===== src/rtl/sys_rx_cmd_decoder_if.sv =====
// Byte-in / register-file + ALU command-out bundle for the RX command decoder.
// rx_valid is a one-cycle strobe qualifying rx_data; there is no ready, the decoder accepts every byte.
interface sys_rx_cmd_decoder_if #(
  parameter int DATA_W = 8,
  parameter int ADDR_W = 4
);
  logic [DATA_W-1:0] rx_data;
  logic              rx_valid;
  logic              rf_wr_en;
  logic              rf_rd_en;
  logic [ADDR_W-1:0] rf_addr;
  logic [DATA_W-1:0] rf_wr_data;
  logic              alu_en;
  logic [3:0]        alu_fun;
  logic              clk_gate_en;
  logic              busy;
  logic              frame_err;
  logic [2:0]        dbg_state;

  modport slave (
    input  rx_data, rx_valid,
    output rf_wr_en, rf_rd_en, rf_addr, rf_wr_data, alu_en, alu_fun,
           clk_gate_en, busy, frame_err, dbg_state
  );

  modport master (
    output rx_data, rx_valid,
    input  rf_wr_en, rf_rd_en, rf_addr, rf_wr_data, alu_en, alu_fun,
           clk_gate_en, busy, frame_err, dbg_state
  );
endinterface


===== src/rtl/sys_rx_cmd_decoder.sv =====
// RX command decoder: parses synchronised bytes into reg-file write/read and ALU frames.
// All outputs are registered; unknown opcodes and stalled frames are dropped with a frame_err pulse.
module sys_rx_cmd_decoder #(
  parameter int              DATA_W      = 8,
  parameter int              ADDR_W      = 4,
  parameter logic [DATA_W-1:0] CMD_WR      = 8'hAA,
  parameter logic [DATA_W-1:0] CMD_RD      = 8'hBB,
  parameter logic [DATA_W-1:0] CMD_ALU_OP  = 8'hCC,
  parameter logic [DATA_W-1:0] CMD_ALU_NOP = 8'hDD,
  parameter int              TIMEOUT_CYC = 1024
) (
  input logic                  dest_clk,
  input logic                  dest_rst,
  sys_rx_cmd_decoder_if.slave  bus
);

  localparam int CNT_W = (TIMEOUT_CYC > 1) ? $clog2(TIMEOUT_CYC) : 1;
  localparam logic [CNT_W-1:0] CNT_MAX = CNT_W'(TIMEOUT_CYC - 1);

  typedef enum logic [2:0] {
    S_IDLE    = 3'd0,
    S_WR_ADDR = 3'd1,
    S_WR_DATA = 3'd2,
    S_RD_ADDR = 3'd3,
    S_ALU_A   = 3'd4,
    S_ALU_B   = 3'd5,
    S_ALU_FUN = 3'd6
  } state_e;

  state_e            state_q, state_d;
  logic [CNT_W-1:0]  cnt_q, cnt_d;
  logic              rf_wr_en_q, rf_wr_en_d;
  logic              rf_rd_en_q, rf_rd_en_d;
  logic [ADDR_W-1:0] rf_addr_q, rf_addr_d;
  logic [DATA_W-1:0] rf_wr_data_q, rf_wr_data_d;
  logic              alu_en_q, alu_en_d;
  logic [3:0]        alu_fun_q, alu_fun_d;
  logic              clk_gate_en_q, clk_gate_en_d;
  logic              frame_err_q, frame_err_d;

  logic expire;
  logic op_alu;
  logic op_known;

  // A byte on the expiry cycle wins, so expiry requires rx_valid low.
  assign expire   = (TIMEOUT_CYC > 0) && (state_q != S_IDLE) && !bus.rx_valid &&
                    (cnt_q == CNT_MAX);
  assign op_alu   = (bus.rx_data == CMD_ALU_OP) || (bus.rx_data == CMD_ALU_NOP);
  assign op_known = op_alu || (bus.rx_data == CMD_WR) || (bus.rx_data == CMD_RD);

  always_ff @(posedge dest_clk) begin
    if (dest_rst) begin
      state_q       <= S_IDLE;
      cnt_q         <= '0;
      rf_wr_en_q    <= 1'b0;
      rf_rd_en_q    <= 1'b0;
      rf_addr_q     <= '0;
      rf_wr_data_q  <= '0;
      alu_en_q      <= 1'b0;
      alu_fun_q     <= '0;
      clk_gate_en_q <= 1'b0;
      frame_err_q   <= 1'b0;
    end else begin
      state_q       <= state_d;
      cnt_q         <= cnt_d;
      rf_wr_en_q    <= rf_wr_en_d;
      rf_rd_en_q    <= rf_rd_en_d;
      rf_addr_q     <= rf_addr_d;
      rf_wr_data_q  <= rf_wr_data_d;
      alu_en_q      <= alu_en_d;
      alu_fun_q     <= alu_fun_d;
      clk_gate_en_q <= clk_gate_en_d;
      frame_err_q   <= frame_err_d;
    end
  end

  always_comb begin
    state_d = state_q;
    if ((TIMEOUT_CYC == 0) || (state_q == S_IDLE) || bus.rx_valid) begin
      cnt_d = '0;
    end else begin
      cnt_d = cnt_q + 1'b1;
    end
    if (expire) begin
      state_d = S_IDLE;
    end else if (bus.rx_valid) begin
      case (state_q)
        S_IDLE: begin
          if      (bus.rx_data == CMD_WR)      state_d = S_WR_ADDR;
          else if (bus.rx_data == CMD_RD)      state_d = S_RD_ADDR;
          else if (bus.rx_data == CMD_ALU_OP)  state_d = S_ALU_A;
          else if (bus.rx_data == CMD_ALU_NOP) state_d = S_ALU_FUN;
          else                                 state_d = S_IDLE;
        end
        S_WR_ADDR: state_d = S_WR_DATA;
        S_ALU_A:   state_d = S_ALU_B;
        S_ALU_B:   state_d = S_ALU_FUN;
        default:   state_d = S_IDLE;
      endcase
    end
  end

  always_comb begin
    rf_wr_en_d    = 1'b0;
    rf_rd_en_d    = 1'b0;
    alu_en_d      = 1'b0;
    frame_err_d   = 1'b0;
    clk_gate_en_d = 1'b0;
    rf_addr_d     = rf_addr_q;
    rf_wr_data_d  = rf_wr_data_q;
    alu_fun_d     = alu_fun_q;
    if (expire) begin
      frame_err_d = 1'b1;
    end else begin
      case (state_q)
        S_IDLE: begin
          if (bus.rx_valid) begin
            clk_gate_en_d = op_alu;
            frame_err_d   = !op_known;
          end
        end
        S_WR_ADDR: begin
          if (bus.rx_valid) rf_addr_d = bus.rx_data[ADDR_W-1:0];
        end
        S_WR_DATA: begin
          if (bus.rx_valid) begin
            rf_wr_data_d = bus.rx_data;
            rf_wr_en_d   = 1'b1;
          end
        end
        S_RD_ADDR: begin
          if (bus.rx_valid) begin
            rf_addr_d  = bus.rx_data[ADDR_W-1:0];
            rf_rd_en_d = 1'b1;
          end
        end
        S_ALU_A, S_ALU_B: begin
          clk_gate_en_d = 1'b1;
          if (bus.rx_valid) begin
            rf_addr_d    = (state_q == S_ALU_A) ? ADDR_W'(0) : ADDR_W'(1);
            rf_wr_data_d = bus.rx_data;
            rf_wr_en_d   = 1'b1;
          end
        end
        S_ALU_FUN: begin
          // Gate stays open through the alu_en cycle, closing one cycle later from IDLE.
          clk_gate_en_d = 1'b1;
          if (bus.rx_valid) begin
            alu_fun_d = bus.rx_data[3:0];
            alu_en_d  = 1'b1;
          end
        end
        default: ;
      endcase
    end
  end

  assign bus.rf_wr_en    = rf_wr_en_q;
  assign bus.rf_rd_en    = rf_rd_en_q;
  assign bus.rf_addr     = rf_addr_q;
  assign bus.rf_wr_data  = rf_wr_data_q;
  assign bus.alu_en      = alu_en_q;
  assign bus.alu_fun     = alu_fun_q;
  assign bus.clk_gate_en = clk_gate_en_q;
  assign bus.frame_err   = frame_err_q;
  assign bus.busy        = (state_q != S_IDLE);
  assign bus.dbg_state   = state_q;

endmodule


===== src/flat_wrapper.sv =====
// flat-port wrapper written by rule: the top's interface ports become plain ports
module sys_rx_cmd_decoder_flat 
#(
  parameter int              DATA_W      = 8,
  parameter int              ADDR_W      = 4,
  parameter logic [DATA_W-1:0] CMD_WR      = 8'hAA,
  parameter logic [DATA_W-1:0] CMD_RD      = 8'hBB,
  parameter logic [DATA_W-1:0] CMD_ALU_OP  = 8'hCC,
  parameter logic [DATA_W-1:0] CMD_ALU_NOP = 8'hDD,
  parameter int              TIMEOUT_CYC = 1024
)
  (dest_clk, dest_rst, bus_rx_data, bus_rx_valid, bus_rf_wr_en, bus_rf_rd_en, bus_rf_addr, bus_rf_wr_data, bus_alu_en, bus_alu_fun, bus_clk_gate_en, bus_busy, bus_frame_err, bus_dbg_state);
  sys_rx_cmd_decoder_if #(.DATA_W(DATA_W), .ADDR_W(ADDR_W)) bus_i ();
  input logic dest_clk;
  input logic dest_rst;
  input wire logic [$bits(bus_i.rx_data)-1:0] bus_rx_data;
  input wire logic [$bits(bus_i.rx_valid)-1:0] bus_rx_valid;
  output wire logic [$bits(bus_i.rf_wr_en)-1:0] bus_rf_wr_en;
  output wire logic [$bits(bus_i.rf_rd_en)-1:0] bus_rf_rd_en;
  output wire logic [$bits(bus_i.rf_addr)-1:0] bus_rf_addr;
  output wire logic [$bits(bus_i.rf_wr_data)-1:0] bus_rf_wr_data;
  output wire logic [$bits(bus_i.alu_en)-1:0] bus_alu_en;
  output wire logic [$bits(bus_i.alu_fun)-1:0] bus_alu_fun;
  output wire logic [$bits(bus_i.clk_gate_en)-1:0] bus_clk_gate_en;
  output wire logic [$bits(bus_i.busy)-1:0] bus_busy;
  output wire logic [$bits(bus_i.frame_err)-1:0] bus_frame_err;
  output wire logic [$bits(bus_i.dbg_state)-1:0] bus_dbg_state;
  assign bus_i.rx_data = bus_rx_data;
  assign bus_i.rx_valid = bus_rx_valid;
  assign bus_rf_wr_en = bus_i.rf_wr_en;
  assign bus_rf_rd_en = bus_i.rf_rd_en;
  assign bus_rf_addr = bus_i.rf_addr;
  assign bus_rf_wr_data = bus_i.rf_wr_data;
  assign bus_alu_en = bus_i.alu_en;
  assign bus_alu_fun = bus_i.alu_fun;
  assign bus_clk_gate_en = bus_i.clk_gate_en;
  assign bus_busy = bus_i.busy;
  assign bus_frame_err = bus_i.frame_err;
  assign bus_dbg_state = bus_i.dbg_state;
  sys_rx_cmd_decoder #(.DATA_W(DATA_W), .ADDR_W(ADDR_W), .CMD_WR(CMD_WR), .CMD_RD(CMD_RD), .CMD_ALU_OP(CMD_ALU_OP), .CMD_ALU_NOP(CMD_ALU_NOP), .TIMEOUT_CYC(TIMEOUT_CYC)) u_core (.dest_clk(dest_clk), .dest_rst(dest_rst), .bus(bus_i));
endmodule

===== config.mk =====
export PLATFORM = sky130hd
export DESIGN_NAME = sys_rx_cmd_decoder_flat
export DESIGN_NICKNAME = d
export VERILOG_FILES = /design/src/rtl/sys_rx_cmd_decoder_if.sv /design/src/rtl/sys_rx_cmd_decoder.sv /design/src/flat_wrapper.sv
export SDC_FILE = /design/constraint.sdc
export NUM_CORES = 1
export LEC_CHECK = 0
export ABC_AREA = 1
export CORE_ASPECT_RATIO = 0.75
export CORE_MARGIN = 10
export CORE_UTILIZATION = 48
export DETAILED_ROUTE_END_ITERATION = 10
export GPL_TIMING_DRIVEN = 0
export HOLD_SLACK_MARGIN = 0.15
export MAX_ROUTING_LAYER = met4
export PLACE_DENSITY_LB_ADDON = 0.05
export SYNTH_ARGS = -nofsm -noshare
export SYNTH_HDL_FRONTEND = slang
export SYNTH_SLANG_ARGS = --single-unit

===== constraint.sdc =====
create_clock -name dest_clk -period 1.49 [get_ports dest_clk]
set_input_delay 0.2235 -clock dest_clk [delete_from_list [all_inputs] [get_ports dest_clk]]
set_output_delay 0.2235 -clock dest_clk [all_outputs]
set_load 0.005 [all_outputs]

Word-level counts from Yosys, hierarchy flattened
Cells that the tools add are included.

word-level totals
  register bits after elaboration = 34
  bits in latches = 0
  memory bits (writable) = 0
  bits in read-only memories = 0
  input port bits = 11
  output and inout bits = 25
  memories kept = 0

cells by class
  add/sub/neg operators = 1
  multipliers = 0
  divide/modulo/power cells = 0
  order comparisons = 0
  equality and inequality tests = 13
  shift operators = 0
  multiplexer cells = 15
  bitwise logic cells = 4
  reduce and logical (&&, ||, !) cells = 23

operators with widths
  cell                                                                     number
  8-bit equality test, second input constant                               4
  3-bit OR reduction                                                       5
  3-bit two-way mux                                                        4
  3-bit one-hot mux with 4 select lines                                    1
  10-bit by 1-bit adder with 10-bit output, second input constant          1
  10-bit equality test, second input constant                              1
  3-bit equality test, second input constant                               3
  4-bit two-way mux                                                        2
  4-bit one-hot mux with 2 select lines                                    1
  2-bit OR reduction                                                       4
  3-bit by 2-bit equality test with 1-bit output, second input constant    2
  1-bit two-way mux                                                        6
  3-bit AND reduction                                                      2
  1-bit logical OR                                                         4
  1-bit NOT                                                                4
  4-bit AND reduction                                                      1
  3-bit by 1-bit equality test with 1-bit output, second input constant    1
  3-bit logical NOT                                                        1
  3-bit nonzero test                                                       1
  1-bit logical AND                                                        2
  1-bit logical NOT                                                        2
  2-bit by 1-bit inequality test with 1-bit output, second input constant  1
  2-bit inequality test, second input constant                             1
  1-bit one-hot mux with 2 select lines                                    1
  2-bit nonzero test                                                       1

Depth between registers and ports, before layout
  word-level depth = 8
  mapped depth = 7

Worst setup path before layout
Ideal clock, no wire load.

  kind = reg-to-reg
  from = reg u_core.cnt_q[0]
  to = reg u_core.alu_en_q (netlist: u_core.bus.alu_en)
  library setup time = 0.124 ns
  arrival = 1.072 ns
  required time = 1.366 ns
  setup slack = 0.294 ns
  cell stages (with the launch flop) = 7
  period minus slack after synthesis = 1.196 ns
  cell sequence = dfxtp_1 ha_1 nand3_1 nor2_1 nand2_2 nand2_1 nor2_1

between the ends
  word-level cells in the longest chain between the ends = 3

ends and longest elaborated chain
  item                                 line                      source
  start, declared                      sys_rx_cmd_decoder.sv:31  logic [CNT_W-1:0] cnt_q, cnt_d;
  start signal, assigned               sys_rx_cmd_decoder.sv:65  cnt_q <= cnt_d;
  10-bit equality test                 sys_rx_cmd_decoder.sv:47  (cnt_q == CNT_MAX);
  1-bit logical AND                    sys_rx_cmd_decoder.sv:46  assign expire = (TIMEOUT_CYC > 0) && (state_q != S_IDLE) && !bus.rx_valid &&
  3-bit OR reduction (no source line)  -
  end signal, assigned                 sys_rx_cmd_decoder.sv:70  alu_en_q <= alu_en_d;
  end, declared                        sys_rx_cmd_decoder.sv:36  logic alu_en_q, alu_en_d;

No other way between the ends.
A chain may end at the register's enable or synchronous reset.

Worst setup path after layout
  from = reg u_core.state_q[1] (netlist: u_core.bus.dbg_state[1])
  to = out bus_dbg_state[1]

RTL lines
  item                    line                      source
  start, declared         sys_rx_cmd_decoder.sv:30  state_e state_q, state_d;
  start signal, assigned  sys_rx_cmd_decoder.sv:64  state_q <= state_d;
  end, declared           flat_wrapper.sv:27        output wire logic [$bits(bus_i.dbg_state)-1:0] bus_dbg_state;

No word-level cell between the ends.

==> metrics <==
Vias 1,378; CP Capture Point bus_dbg_state[1]; Detailed Route WL 3590 µm; Hold Path Class flop to flop; Port Buffers 35; CP bufs+invs 1; CP required 1.27 ns; Slowest cell on crit path clkdlybuf4s50_1; Crit path max-delay family buffers and inverters; Residual DRC 0; crit path from u_core.bus.dbg_state[1]$_SDFFE_PP0P_; CP Max Fanout 6; clk_skew 0.00315 ns; total congestion overflow 0; Post-Syn Area 1450 µm²; Final Hold Fails 0; Final min period 1.41 ns; nets@finish 254; Syn Inst Count 196; Worst EP arrival 1.18 ns; Reg-to-Reg End u_core.bus.dbg_state[0]$_SDFFE_PP0P_; Global Route Usage Sum 0.139; Vert. Die Dim 67.5 µm; status finished clean; H-Tree Level Count 2; Rows 17; PwrDens 915 nW/µm²; synth top area cells dfxtp_1 47%, nor2_1 8.8%, nand2_1 8.6%; drt first pass iters 4; die area 5630 µm²; dpl ws -0.232 ns; fin. max-slew vios 0; Cell variety after synth 23; VDD IR max 0.710 mV; multi-input logic area 674 µm²; synthesized area per cell 7.37 µm²; final setup violation count 0; layout cell share with drive strength beyond 1 0.136; Reg2Reg Setup Slack 0.15 ns; WS Path Type flop to primary output; effective utilization at floorplan 0.496; Die X 83.4 µm; #FFs+latches synth 34; CTS Buf Count 5; placed cell count 269; max-cap viol count 0; crit path cell chain clkdlybuf4s50_1; Syn-to-layout area delta 38.6%; clock buffer depth 2; FMAX 0.711 GHz; RR Startpoint u_core.cnt_q[0]$_SDFF_PP0_; Worst setup EP type primary output; worst skew pair latency 0.28 ns; Hold WS 0.444 ns; Slew HR 0.717; Via density 4.90; DRT antenna net count 0; antenna violations before repair 0; Seq. cell area 692 µm²; Seq/Total Area, Yosys 0.471; first-pass GRT wire length 6120 µm; largest net degree at the start of global routing 12; Core Region 2910 µm²; leakage 0.806 nW; CP Depth 1; R2R depth 6; diode count 0; Finished Layout Cells 281; drt wl/cell 12.8 µm; RSZ-0062 raised after global routing no; number of global-route vias before repair 1,299; top-area cell type share of the netlist area 0.471; Crit path largest cell delay 0.51 ns; # fillers 242; clk sinks 34; Root Buffer clkbuf_8; syn_nets 208; total negative slack 0 ns; DP HPWL 2770 µm; CP startpoint kind flop; Placer Congestion 0.881; Worst-path clk slew 0.07 ns; Worst Tran Pin Value 0.421 ns; fin crit share 0.944; leading area contributor after synthesis dfxtp_1; I/O pins 36; Worst Setup Slack, final 0.0834 ns; initial drt markers 96; CTS tree yes; Synthesis Warnings 0
## registers in the layout (all words and copies together), names as in the netlist
signal,cells
u_core.cnt_q,10
u_core.bus.rf_wr_data,8
u_core.bus.alu_fun,4
u_core.bus.rf_addr,4
u_core.bus.dbg_state,3
u_core.bus.alu_en,1
u_core.bus.clk_gate_en,1
u_core.bus.frame_err,1
u_core.bus.rf_rd_en,1
u_core.bus.rf_wr_en,1
## cell families (layout without fill, tap and decap cells)
group,count (synthesis),in the layout,synth area share
AND/OR/NAND/NOR,98,98,0.315
XOR/XNOR,2,2,0.0121
flip-flops,34,34,0.471
AO/OA/AOI/OAI,35,35,0.126
buffers and inverters,26,73,0.0675
adder cells (fa/ha/maj),1,1,0.00866
## synthesized netlist by cell type
master,count
nor2_2,3
nor2_1,34
o21ai_1,1
nor3_1,3
inv_2,5
ha_1,1
dfxtp_1,34
nand3_4,1
o21ai_2,1
nor2b_1,1
nand4_1,6
a21oi_1,17
nand2_4,2
o21ai_0,15
xnor2_1,2
and2_1,1
nor3b_1,2
nand2_1,33
inv_1,20
nand2_2,4
o21a_1,1
nand3_1,8
clkbuf_1,1
## where the power goes
part           switching [mW]  internal [mW]  leakage (nW)
Sequential            0.00204          0.907         0.276
Clock                   0.330          0.492        0.0579
Combinational          0.0550         0.0458         0.471
Total                   0.387           1.44         0.806
## how the worst min path moves through the flow
| stage | slack [ns] | to | cells after the start | start |
|---|---|---|---|---|
| final | 0.44 | u_core.cnt_q[0]$_SDFF_PP0_ | 1 | u_core.cnt_q[0]$_SDFF_PP0_ |
| after global routing | 0.47 | u_core.cnt_q[0]$_SDFF_PP0_ | 1 | u_core.cnt_q[0]$_SDFF_PP0_ |
| after CTS | 0.45 | u_core.cnt_q[0]$_SDFF_PP0_ | 1 | u_core.cnt_q[0]$_SDFF_PP0_ |
| after detailed placement | 0.43 | u_core.cnt_q[0]$_SDFF_PP0_ | 1 | u_core.cnt_q[0]$_SDFF_PP0_ |
| after global placement | 0.43 | u_core.cnt_q[0]$_SDFF_PP0_ | 1 | u_core.cnt_q[0]$_SDFF_PP0_ |
| after floorplan | 0.29 | u_core.bus.frame_err$_SDFF_PP0_ | 1 | dest_rst |
## stage by stage
stage          total power [mW]  instance area [µm²]  utilization
2_1_floorplan             0.976                 1450            -
3_3_place_gp               1.03                 1840        0.632
3_5_place_dp               1.03                 1840        0.632
4_1_cts                    1.85                 1980        0.680
5_1_grt                    1.91                 2000        0.687
6_report                   1.83                 2000        0.687
## layout make-up
class                      count  area share
sequential                    34       0.345
tap                           38      0.0237
buffer                         1     0.00250
clock buffer                   5      0.0344
multi-input combinational    136       0.337
timing repair buffer          39       0.191
inverter                      25      0.0468
clock inverter                 3      0.0200
## per-layer routing
layer,vias up,wire [µm],global-route usage
li1,727,-,-
met1,612,1680,0.167
met2,32,1610,0.207
met3,7,235,0.0493
met4,0,63,0.0636
met5,-,0,-
## layout by cell type (no fill, tap or decap), types with 2 or more instances in the layout
| cell | netlist | layout |
|---|---|---|
| a21oi_1 | 17 | 17 |
| buf_4 | 0 | 4 |
| clkbuf_8 | 0 | 5 |
| clkdlybuf4s50_1 | 0 | 33 |
| clkinv_2 | 0 | 2 |
| dfxtp_1 | 34 | 31 |
| dfxtp_4 | 0 | 3 |
| inv_1 | 20 | 20 |
| inv_2 | 5 | 5 |
| nand2_1 | 33 | 33 |
| nand2_2 | 4 | 4 |
| nand2_4 | 2 | 2 |
| nand3_1 | 8 | 8 |
| nand4_1 | 6 | 6 |
| nor2_1 | 34 | 33 |
| nor2_2 | 3 | 3 |
| nor3_1 | 3 | 3 |
| nor3b_1 | 2 | 2 |
| o21ai_0 | 15 | 15 |
| xnor2_1 | 2 | 2 |
## what timing repair did
action	in CTS	in global routing
buffers inserted	2	2
setup endpoints to repair	4	15
pin swaps	0	1
resized for setup	8	4
hold buffers	0	0
Power figures use the tool's default switching activity.
